$ cat config.mk
export PLATFORM = sky130hd
export DESIGN_NAME = uart_tx_ctrl
export DESIGN_NICKNAME = d
export VERILOG_FILES = /design/src/rtl/uart_tx_ctrl.sv
export SDC_FILE = /design/constraint.sdc
export NUM_CORES = 1
export LEC_CHECK = 0
export ABC_CLOCK_PERIOD_IN_PS = 2300
export BUFFER_PORTS_ARGS = -buffer_cell sky130_fd_sc_hd__buf_4
export CAP_MARGIN = 10
export CORE_AREA = 10 10 47 49
export CTS_BUF_LIST = sky130_fd_sc_hd__clkbuf_4 sky130_fd_sc_hd__clkbuf_8
export CTS_CLUSTER_DIAMETER = 40
export DETAILED_ROUTE_END_ITERATION = 8
export DIE_AREA = 0 0 57 59
export PLACE_DENSITY_LB_ADDON = 0.08
export SLEW_MARGIN = 20
export SYNTH_ARGS = -nofsm -noshare
export SYNTH_HDL_FRONTEND = slang
export SYNTH_SLANG_ARGS = --single-unit
$ cat constraint.sdc
create_clock -name CLK -period 2.3 [get_ports CLK]
set_input_delay 0.46 -clock CLK [delete_from_list [all_inputs] [get_ports CLK]]
set_output_delay 0.46 -clock CLK [all_outputs]
set_load 0.01 [all_outputs]
$ cat src/rtl/uart_tx_ctrl.sv
// uart_tx_ctrl -- UART transmit frame controller.
// Frames each byte as start bit, 8 data bits (LSB first), optional parity bit
// and stop bit. It drives the load and shift-enable inputs of an external
// 8-bit serializer and muxes the serializer output onto the TX line.
//
// Optional feature macro: UART_TX_HOLD_EN
//   defined   : one-byte hold buffer; frames can run back to back.
//   undefined : bytes accepted only in IDLE; frames are separated by idle.
//
// Byte handshake: a byte (P_DATA with PAR_EN/PAR_TYP) transfers on any rising
// CLK edge where DATA_VALID and READY are both high; DATA_VALID while READY is
// low is dropped with no side effect.
module uart_tx_ctrl (
  input  logic       CLK,
  input  logic       RST,
  input  logic [7:0] P_DATA,
  input  logic       DATA_VALID,
  input  logic       PAR_EN,
  input  logic       PAR_TYP,
  output logic       READY,
  output logic [7:0] SER_P_DATA,
  output logic       SER_LOAD,
  output logic       SER_EN,
  input  logic       SER_DONE,
  input  logic       SER_DATA,
  output logic       TX_OUT,
  output logic       BUSY,
  output logic       FRAME_DONE
);

  typedef enum logic [2:0] {
    S_IDLE   = 3'd0,
    S_START  = 3'd1,
    S_DATA   = 3'd2,
    S_PARITY = 3'd3,
    S_STOP   = 3'd4
  } state_t;

  state_t     r_state;
  state_t     w_next_state;

  logic       r_par_bit;     // parity bit of the frame in flight
  logic       r_par_en;      // parity cycle enabled for the frame in flight

  logic       w_ready;
  logic       w_accept;      // byte handshake completes this cycle
  logic       w_load;        // serializer is loaded this cycle
  logic [7:0] w_ld_data;     // byte loaded into the serializer
  logic       w_ld_par_en;
  logic       w_ld_par_typ;

  assign w_accept = DATA_VALID & w_ready;

`ifdef UART_TX_HOLD_EN
  logic       r_hold_full;
  logic [7:0] r_hold_data;
  logic       r_hold_par_en;
  logic       r_hold_par_typ;
  logic       w_load_hold;   // drain the hold buffer into the serializer
  logic       w_load_direct; // load the serializer straight from P_DATA
  logic       w_fill;        // accepted byte goes into the hold buffer

  // STOP is always ready: either the buffer is empty, or it drains this cycle.
  assign w_ready       = (r_state == S_IDLE) | (r_state == S_STOP) | ~r_hold_full;
  assign w_load_hold   = (r_state == S_STOP) & r_hold_full;
  assign w_load_direct = w_accept &
                         ((r_state == S_IDLE) | ((r_state == S_STOP) & ~r_hold_full));
  assign w_fill        = w_accept & ~w_load_direct;
  assign w_load        = w_load_hold | w_load_direct;
  assign w_ld_data     = w_load_hold ? r_hold_data    : P_DATA;
  assign w_ld_par_en   = w_load_hold ? r_hold_par_en  : PAR_EN;
  assign w_ld_par_typ  = w_load_hold ? r_hold_par_typ : PAR_TYP;

  // Hold buffer: a refill in the drain cycle wins over the drain.
  always_ff @(posedge CLK or posedge RST) begin
    if (RST) begin
      r_hold_full    <= 1'b0;
      r_hold_data    <= 8'h00;
      r_hold_par_en  <= 1'b0;
      r_hold_par_typ <= 1'b0;
    end else if (w_fill) begin
      r_hold_full    <= 1'b1;
      r_hold_data    <= P_DATA;
      r_hold_par_en  <= PAR_EN;
      r_hold_par_typ <= PAR_TYP;
    end else if (w_load_hold) begin
      r_hold_full    <= 1'b0;
    end
  end
`else
  assign w_ready      = (r_state == S_IDLE);
  assign w_load       = w_accept;
  assign w_ld_data    = P_DATA;
  assign w_ld_par_en  = PAR_EN;
  assign w_ld_par_typ = PAR_TYP;
`endif

  assign READY = w_ready;

  // Latch parity settings with the byte so mid-frame input changes are ignored.
  always_ff @(posedge CLK or posedge RST) begin
    if (RST) begin
      r_par_bit <= 1'b0;
      r_par_en  <= 1'b0;
    end else if (w_load) begin
      r_par_bit <= w_ld_par_typ ? ~^w_ld_data : ^w_ld_data;
      r_par_en  <= w_ld_par_en;
    end
  end

  // State register.
  always_ff @(posedge CLK or posedge RST) begin
    if (RST) begin
      r_state <= S_IDLE;
    end else begin
      r_state <= w_next_state;
    end
  end

  // Next-state logic.
  always_comb begin
    w_next_state = r_state;
    case (r_state)
      S_IDLE:   if (w_load) w_next_state = S_START;
      S_START:  w_next_state = S_DATA;
      S_DATA:   if (SER_DONE) w_next_state = r_par_en ? S_PARITY : S_STOP;
      S_PARITY: w_next_state = S_STOP;
      S_STOP:   w_next_state = w_load ? S_START : S_IDLE;
      default:  w_next_state = S_IDLE;
    endcase
  end

  // Output decode: line mux, shift enable, status, serializer load.
  always_comb begin
    TX_OUT     = 1'b1;
    SER_EN     = 1'b0;
    BUSY       = 1'b0;
    FRAME_DONE = 1'b0;
    SER_LOAD   = w_load;
    SER_P_DATA = w_load ? w_ld_data : 8'h00;
    case (r_state)
      S_IDLE: begin
        TX_OUT = 1'b1;
      end
      S_START: begin
        TX_OUT = 1'b0;
        SER_EN = 1'b1;
        BUSY   = 1'b1;
      end
      S_DATA: begin
        TX_OUT = SER_DATA;
        SER_EN = ~SER_DONE;
        BUSY   = 1'b1;
      end
      S_PARITY: begin
        TX_OUT = r_par_bit;
        BUSY   = 1'b1;
      end
      S_STOP: begin
        TX_OUT     = 1'b1;
        BUSY       = 1'b1;
        FRAME_DONE = 1'b1;
      end
      default: begin
        TX_OUT = 1'b1;
      end
    endcase
  end

endmodule

# --- After elaboration in Yosys (flattened, before gate mapping) ---
# Cells that the tools add are included.
totals:
  out_inout_bits: 14
  in_bits: 15
  elab_cells: 27
  ff_bits: 5
op_classes:
  reduce_logical: 5
  mux: 11
  eq_ne: 6
  n_bitwise: 2
ops:
  columns: ["cell", "n"]
  rows:
  - ["3-bit case mux with 5 select lines", 1]
  - ["3-bit two-way mux", 3]
  - ["8-bit two-way mux", 1]
  - ["8-bit XNOR reduction", 1]
  - ["8-bit parity", 1]
  - ["3-bit by 2-bit == test with 1-bit output, second input constant", 2]
  - ["1-bit two-way mux", 4]
  - ["4-bit OR reduction", 1]
  - ["3-bit by 1-bit == test with 1-bit output, second input constant", 1]
  - ["3-bit == test, second input constant", 1]
  - ["3-bit logical NOT", 1]
  - ["1-bit case mux with 3 select lines", 1]
  - ["2-bit by 1-bit inequality test with 1-bit output, second input constant", 1]
  - ["2-bit inequality test, second input constant", 1]
  - ["1-bit case mux with 2 select lines", 1]
  - ["2-bit AND reduction", 1]
  - ["1-bit bitwise AND", 1]
  - ["1-bit inverter", 1]

# --- Logic depth before layout (Yosys ltp) ---
# Gate-level depths: netlist of run 1.
depth:
  ltp_word: 4
  mapped_depth: 4
  mapped_depth_nobuf: 4

# --- Worst setup path after synthesis of run 1 ---
# OpenSTA, ideal clock, no wires.
synth_path:
  kind: "reg2out"
  from: "reg r_state[0]"
  to: "out SER_P_DATA[3]"
  path_stages_with_launch: 5
  t_arrival_ns: 1.209
  n_path_buf: 2
  setup_slack_ns: 0.631
  path_cell_list: "dfrtp_1 clkbuf_2 nor3_1 clkbuf_1 and3_2"
synth_via:
  elab_chain_len: 3
synth_lines:
  columns: ["element", "line", "rtl"]
  rows:
  - ["start, declared", "39", "state_t r_state;"]
  - ["start signal, assigned", "116", "r_state <= w_next_state;"]
  - ["3-bit logical NOT", "91", "assign w_ready = (r_state == S_IDLE);"]
  - ["via READY", "20", "output logic READY,"]
  - ["1-bit bitwise AND", "52", "assign w_accept = DATA_VALID & w_ready;"]
  - ["8-bit two-way mux", "140", "SER_P_DATA = w_load ? w_ld_data : 8'h00;"]
  - ["end, declared", "21", "output logic [7:0] SER_P_DATA,"]
# The timed path passes the listed nets, and every way through them passes these cells.

# --- Worst setup path after layout of run 1 ---
layout_path:
  from: "reg r_state[1]"
  to: "out SER_LOAD"
layout_via:
  elab_chain_len: 2
layout_lines:
  columns: ["element", "line", "rtl"]
  rows:
  - ["3-bit logical NOT", "91", null]
  - ["1-bit bitwise AND", "52", null]
  - ["end, declared", "22", "output logic SER_LOAD,"]
# Every way passes these cells.

==> results of run 1 <==
[cell usage after synthesis]
library cell | n | area share
and3_1 | 7 | 0.11
dfrtp_1 | 5 | 0.30
xnor2_1 | 5 | 0.11
a21oi_1 | 4 | 0.048
nand2b_1 | 3 | 0.045
inv_1 | 2 | 0.018
nor3_1 | 2 | 0.024
nor3b_1 | 2 | 0.036
a31oi_1 | 1 | 0.015
and2_1 | 1 | 0.015
and3_2 | 1 | 0.018
buf_2 | 1 | 0.012
clkbuf_1 | 1 | 0.0090
clkbuf_2 | 1 | 0.012
mux2_2 | 1 | 0.027
mux2_4 | 1 | 0.036
nand2_1 | 1 | 0.0090
nand3_1 | 1 | 0.012
nand3b_1 | 1 | 0.018
nor2_1 | 1 | 0.0090
nor2b_1 | 1 | 0.015
o21a_1 | 1 | 0.018
or2_2 | 1 | 0.015
xnor3_1 | 1 | 0.054
xor2_1 | 1 | 0.021
[routing by layer]
layer  share of wire  global-route usage  up-vias  routed length [um]
li1                -                   -      220                   -
met1            0.41              0.0737      195                 509
met2            0.47               0.116       19                 581
met3            0.10              0.0322        2                 129
met4           0.022              0.0705        0                  27
met5               0                   0        -                   0
[cell families after synthesis]
kind of cell / Yosys count / synth area share
and+or+nand+nor: 22 / 0.322
xor gates and xnor gates: 7 / 0.181
muxes: 2 / 0.0632
buffers and inverters: 5 / 0.0512
AOI/OAI and AO/OA: 6 / 0.0813
DFF: 5 / 0.301
[state kept, by name, indices dropped and copies added (netlist names)]
signal / flops
r_state: 3
r_par_en: 1
r_par_bit: 1
[worst max-delay path, stage by stage (launching register included)]
cell and delay, ns:
dfrtp_1 0.47, nor3_1 0.22, buf_4 0.18, and2_1 0.20, buf_4 0.15
[path summary, 6_finish.rpt]
kind                         endpoint  cells after the start  slack [ns]        from
hold reg to reg             r_par_bit                      1        0.53   r_par_bit
setup / recovery             SER_LOAD                      4        0.39  r_state[1]
hold / removal             r_state[0]                      2        0.11         RST
setup reg to reg             r_par_en                      4        0.77  r_state[1]
max in group asynchronous   r_par_bit                      2        2.02         RST
min in group CLK             r_par_en                      2        0.46      PAR_EN
[area by class of cell]
cell class,instances,area [sq um],area share
multi-input combinational,37,269,0.402
timing repair buffer,29,218,0.325
sequential,5,125,0.187
clock buffer,4,30.0,0.0449
tap,16,20.0,0.0299
inverter,2,7.51,0.0112
[power by group through the flow]
stage	clock, mW	combinational, mW	sequential [mW]
after detailed placement	0	0.480	0.192
after global placement	0	0.480	0.192
final	0.115	0.470	0.190
after floorplan	0	0.304	0.150
after CTS	0.118	0.482	0.191
after global routing	0.128	0.519	0.205
[stage by stage]
stage	hold WS, ns	total power [mW]	utilization	cells
final	0.115	0.775	0.478	93
after global routing	0.125	0.852	0.478	93
after CTS	0.117	0.790	0.478	93
after detailed placement	0.375	0.672	0.456	89
after global placement	0.369	0.672	0.456	89
after floorplan	0.239	0.454	-	47
==> flow_summary.ini, run 1 <==
[drt]
routed_wl_mm = 1.25
vias = 436
detail-route-antenna-nets = 0
drc = 0
via_per_inst = 4.69
avgRoutedWirePerCell_um = 13.4
first_pass_iters = 2
drt_iter0_markers = 11

[logic_synthesis]
syn-num-nets = 62
yosysSeqAreaShare = 0.301
syn_area_per_cell_sq_um = 8.84
ys_types = 25
synth_cells = 47
synthesis.area_sq_um = 415
ys_ff_latch = 5
synth_warnings = 0

[place]
dp_slack_ns = 0.567
port_buffers = 28
placed_area_sq_um = 639
place.gp.congestion = 0.778
dpl.hpwl_mm = 1.06

[clocking]
clk_latency_ns = 0.24
postCtsResizedCells = 0
clkTransAtPathRegs_ns = 0.05
cts_setup_buffers = 0
cts_buffer_depth = 2
cts_buffers = 3
cts_root_buffer = clkbuf_4
hold_buffers = 0
ctsHtreeMaxLevel = 1
cts_tree = done
cts_sinks = 5

[die]
core-area_sq_mm = 0.00140
initial_core_util = 0.296
dieArea_sq_mm = 0.00336
rows = 14
pin_count = 29
die-width_um = 57
die_y_um = 59

[worst_setup_path]
critPathArrivalTime_ns = 1.45
crit_fanout = 11
worstSetupEndpointType = primary output
start_kind = flop
worstSetupPathType = flop to primary output
required_ns = 1.84

[timing]
setup-tns-final_ns = 0
slew_headroom = 0.813
fin_crit_sh = 0.832
fin_crit_ns = 1.91
setup_ws_ns = 0.387
rsz0062_at_grt = false
hold_violations = 0
setup_violations = 0
clock.fmax_mhz = 523
finClkSkew_ns = 0.00217
tightest_slew_ns = 0.281
drv_slew = 0

[global_routing]
grt_pass1_vias = 482
grt_remaining_overflow = 0
grt_first_pass_wirelength_mm = 2.00
globalRouteTotalUtil = 0.0748
antenna_found_initial = 0
grt_max_degree = 12

[final_layout]
layout_commonest_cell = buf_4
fin_area_sq_um = 669
num-fill-cells = 147
nNetsFinal = 93
antenna_cells = 0
layout_common_cells = 29 x buf_4, 7 x and3_1, 5 x xnor2_1, 5 x dfrtp_1
area_growth_pct = 61.1
drive_gt1_frac = 0.481

[power]
p_comb_frac = 0.607
seq_power_share = 0.245
pwr_density_cell_mw_per_mm2 = 1160
switchingPower_uw = 299
clkPwrFrac = 0.148
p_leak_nw = 0.355
p_int_uw = 475
ir_worst_vdd_uv = 467
swShare = 0.386

[run_status]
status = finished clean

[min_path]
hold_path.class = input pin to asynchronous set/reset pin

[flow_run]
drv_cap = 0
(Power assumes the default switching activity.)
==> run 2: changes to the inputs <==
--- a/config.mk
+++ b/config.mk
@@ -5,7 +5,8 @@
 export SDC_FILE = /design/constraint.sdc
 export NUM_CORES = 1
 export LEC_CHECK = 0
-export ABC_CLOCK_PERIOD_IN_PS = 2300
+export ABC_AREA = 1
+export ABC_CLOCK_PERIOD_IN_PS = 1700
 export BUFFER_PORTS_ARGS = -buffer_cell sky130_fd_sc_hd__buf_4
 export CAP_MARGIN = 10
 export CORE_AREA = 10 10 47 49
==> constraint.sdc (replaced) <==
create_clock -name CLK -period 1.7 [get_ports CLK]
set_input_delay 0.34 -clock CLK [delete_from_list [all_inputs] [get_ports CLK]]
set_output_delay 0.34 -clock CLK [all_outputs]
set_load 0.01 [all_outputs]
==> flow_summary.ini, run 2 <==
[drt]
via_per_inst = 4.35
vias = 587
avgRoutedWirePerCell_um = 9.74
drt_iter0_markers = 5
drc = 0
detail-route-antenna-nets = 0
routed_wl_mm = 1.32
first_pass_iters = 3

[final_layout]
drive_gt1_frac = 0.412
nNetsFinal = 135
largest-register = r_state
fin_area_sq_um = 791
layout_common_cells = 29 x buf_4, 28 x nand2_1, 17 x inv_1
area_growth_pct = 63.7
final_util = 0.564
multi_input_area_sq_um = 307
finalNonFillerCells = 135
num-fill-cells = 150
largest_reg_flops = 3
top_regs = r_state x3, r_par_bit x1, r_par_en x1
regArea_sq_um = 126
layout_commonest_cell = buf_4
antenna_cells = 0

[logic_synthesis]
synthTopCellsByArea = dfrtp_1 26%, nand2_1 22%, inv_1 14%
synth-main-ff-cell = dfrtp_1
synth_edf_count = 0
synth_warnings = 0
yosysTopAreaCellShare = 0.259
yosysSeqAreaShare = 0.259
async_reset_ff_frac = 1.00
ys_top_cells_by_count = 28 x nand2_1, 18 x inv_1, 13 x nor2_1, 5 x dfrtp_1, 5 x nand3_1
ys_ff_latch = 5
synthesis.area_sq_um = 483
yosysMostFrequentCell = nand2_1
syn-num-nets = 100
yosys.area.top_type = dfrtp_1
syn_area_per_cell_sq_um = 5.68
synth_cells = 85
ys_types = 19

[die]
core-area_sq_mm = 0.00140
die_y_um = 59
dieArea_sq_mm = 0.00336
die-width_um = 57
pin_count = 29
rows = 14
initial_core_util = 0.345

[clocking]
cts_tree = done
cts_sinks = 5
clkTransAtPathRegs_ns = 0.04
cts_root_buffer = clkbuf_4
cts_buffers = 3
clk_latency_ns = 0.24
ctsHtreeMaxLevel = 1
cts_buffer_depth = 2

[global_routing]
antenna_found_initial = 0
globalRouteTotalUtil = 0.0791
grt_max_degree = 11
grt_first_pass_wirelength_mm = 2.21
grt_pass1_vias = 548
grt_remaining_overflow = 0

[timing]
tightest_slew_ns = 0.204
finClkSkew_ns = 0.00498
clock.fmax_mhz = 610
slew_headroom = 0.863
fin_crit_ns = 1.64
fin_crit_sh = 0.964
hold_violations = 0
setup_ws_ns = 0.0612
setup_violations = 0
drv_slew = 0

[worst_setup_path]
worstSetupEndpointType = primary output
critPathArrivalTime_ns = 1.30
required_ns = 1.36
worstSetupPathType = flop to primary output
start_kind = flop
crit_fanout = 10

[place]
place.gp.congestion = 0.808
placed_area_sq_um = 713
port_buffers = 28
dpl.hpwl_mm = 1.11
dp_slack_ns = 0.280
dpl.cell_count = 129

[power]
pwr_density_cell_mw_per_mm2 = 1430
p_leak_nw = 0.477
ir_worst_vdd_uv = 659

[flow_run]
drv_cap = 0

[run_status]
status = finished clean

[min_path]
hold_path.class = input pin to flop
## run 2: final cells by class
class                   instances  share of cell area
flip-flops and latches          5               0.160
clock buffers                   4              0.0380
inverters                      20               0.101
well taps                      16              0.0253
repair buffers                 30               0.288
multi-input cells              60               0.388
## run 2: worst paths after layout
| kind | start | to | slack, ns | cells after the start |
|---|---|---|---|---|
| min in group asynchronous | RST | r_par_en | 0.55 | 3 |
| max in group asynchronous | RST | r_state[1] | 0.97 | 3 |
| setup / recovery | r_state[1] | SER_P_DATA[3] | 0.06 | 6 |
| hold / removal | PAR_EN | r_par_en | 0.31 | 3 |
| setup reg to reg | r_state[0] | r_state[1] | 0.56 | 5 |
| hold reg to reg | r_par_bit | r_par_bit | 0.50 | 2 |
## run 2: repair_timing
action,4_1_cts,5_1_grt
setup buffers,0,1
resized for setup,0,11
hold endpoints to repair,5,0
hold buffers,1,0
setup endpoints to repair,0,11
## run 2: per-stage QoR
stage,total power [mW],TNS [ns],hold WS [ns]
after floorplan,0.617,0,0.119
after global placement,0.906,0,0.250
after detailed placement,0.912,0,0.252
after CTS,1.07,0,0.310
after global routing,1.25,-0.0644,0.334
final,1.13,0,0.313
## run 2: report_power, final
part | internal [mW] | switching, mW
clock | 0.104 | 0.0457
sequential | 0.177 | 0.0497
combinational | 0.345 | 0.413
total | 0.626 | 0.508
## run 2: layer usage
| layer | share of wire | vias up | track usage |
|---|---|---|---|
| met5 | 0 | - | 0 |
| met3 | 0.077 | 2 | 0.0429 |
| li1 | - | 320 | - |
| met1 | 0.39 | 245 | 0.0785 |
| met2 | 0.52 | 20 | 0.136 |
| met4 | 0.0061 | 0 | 0.0302 |
## run 2: critical path, cell delays in order (launching register included)
cell     delay (ns)
dfrtp_2        0.44
nor2_2         0.13
nand2_2        0.09
inv_4          0.09
nand2_8        0.08
nor2_1         0.10
buf_4          0.13
## run 2: cell families after synthesis
kind of cell	synth area share
XOR/XNOR	0.0181
AO/OA/AOI/OAI	0.0803
flip-flops	0.259
AND/OR/NAND/NOR	0.482
buffers and inverters	0.161
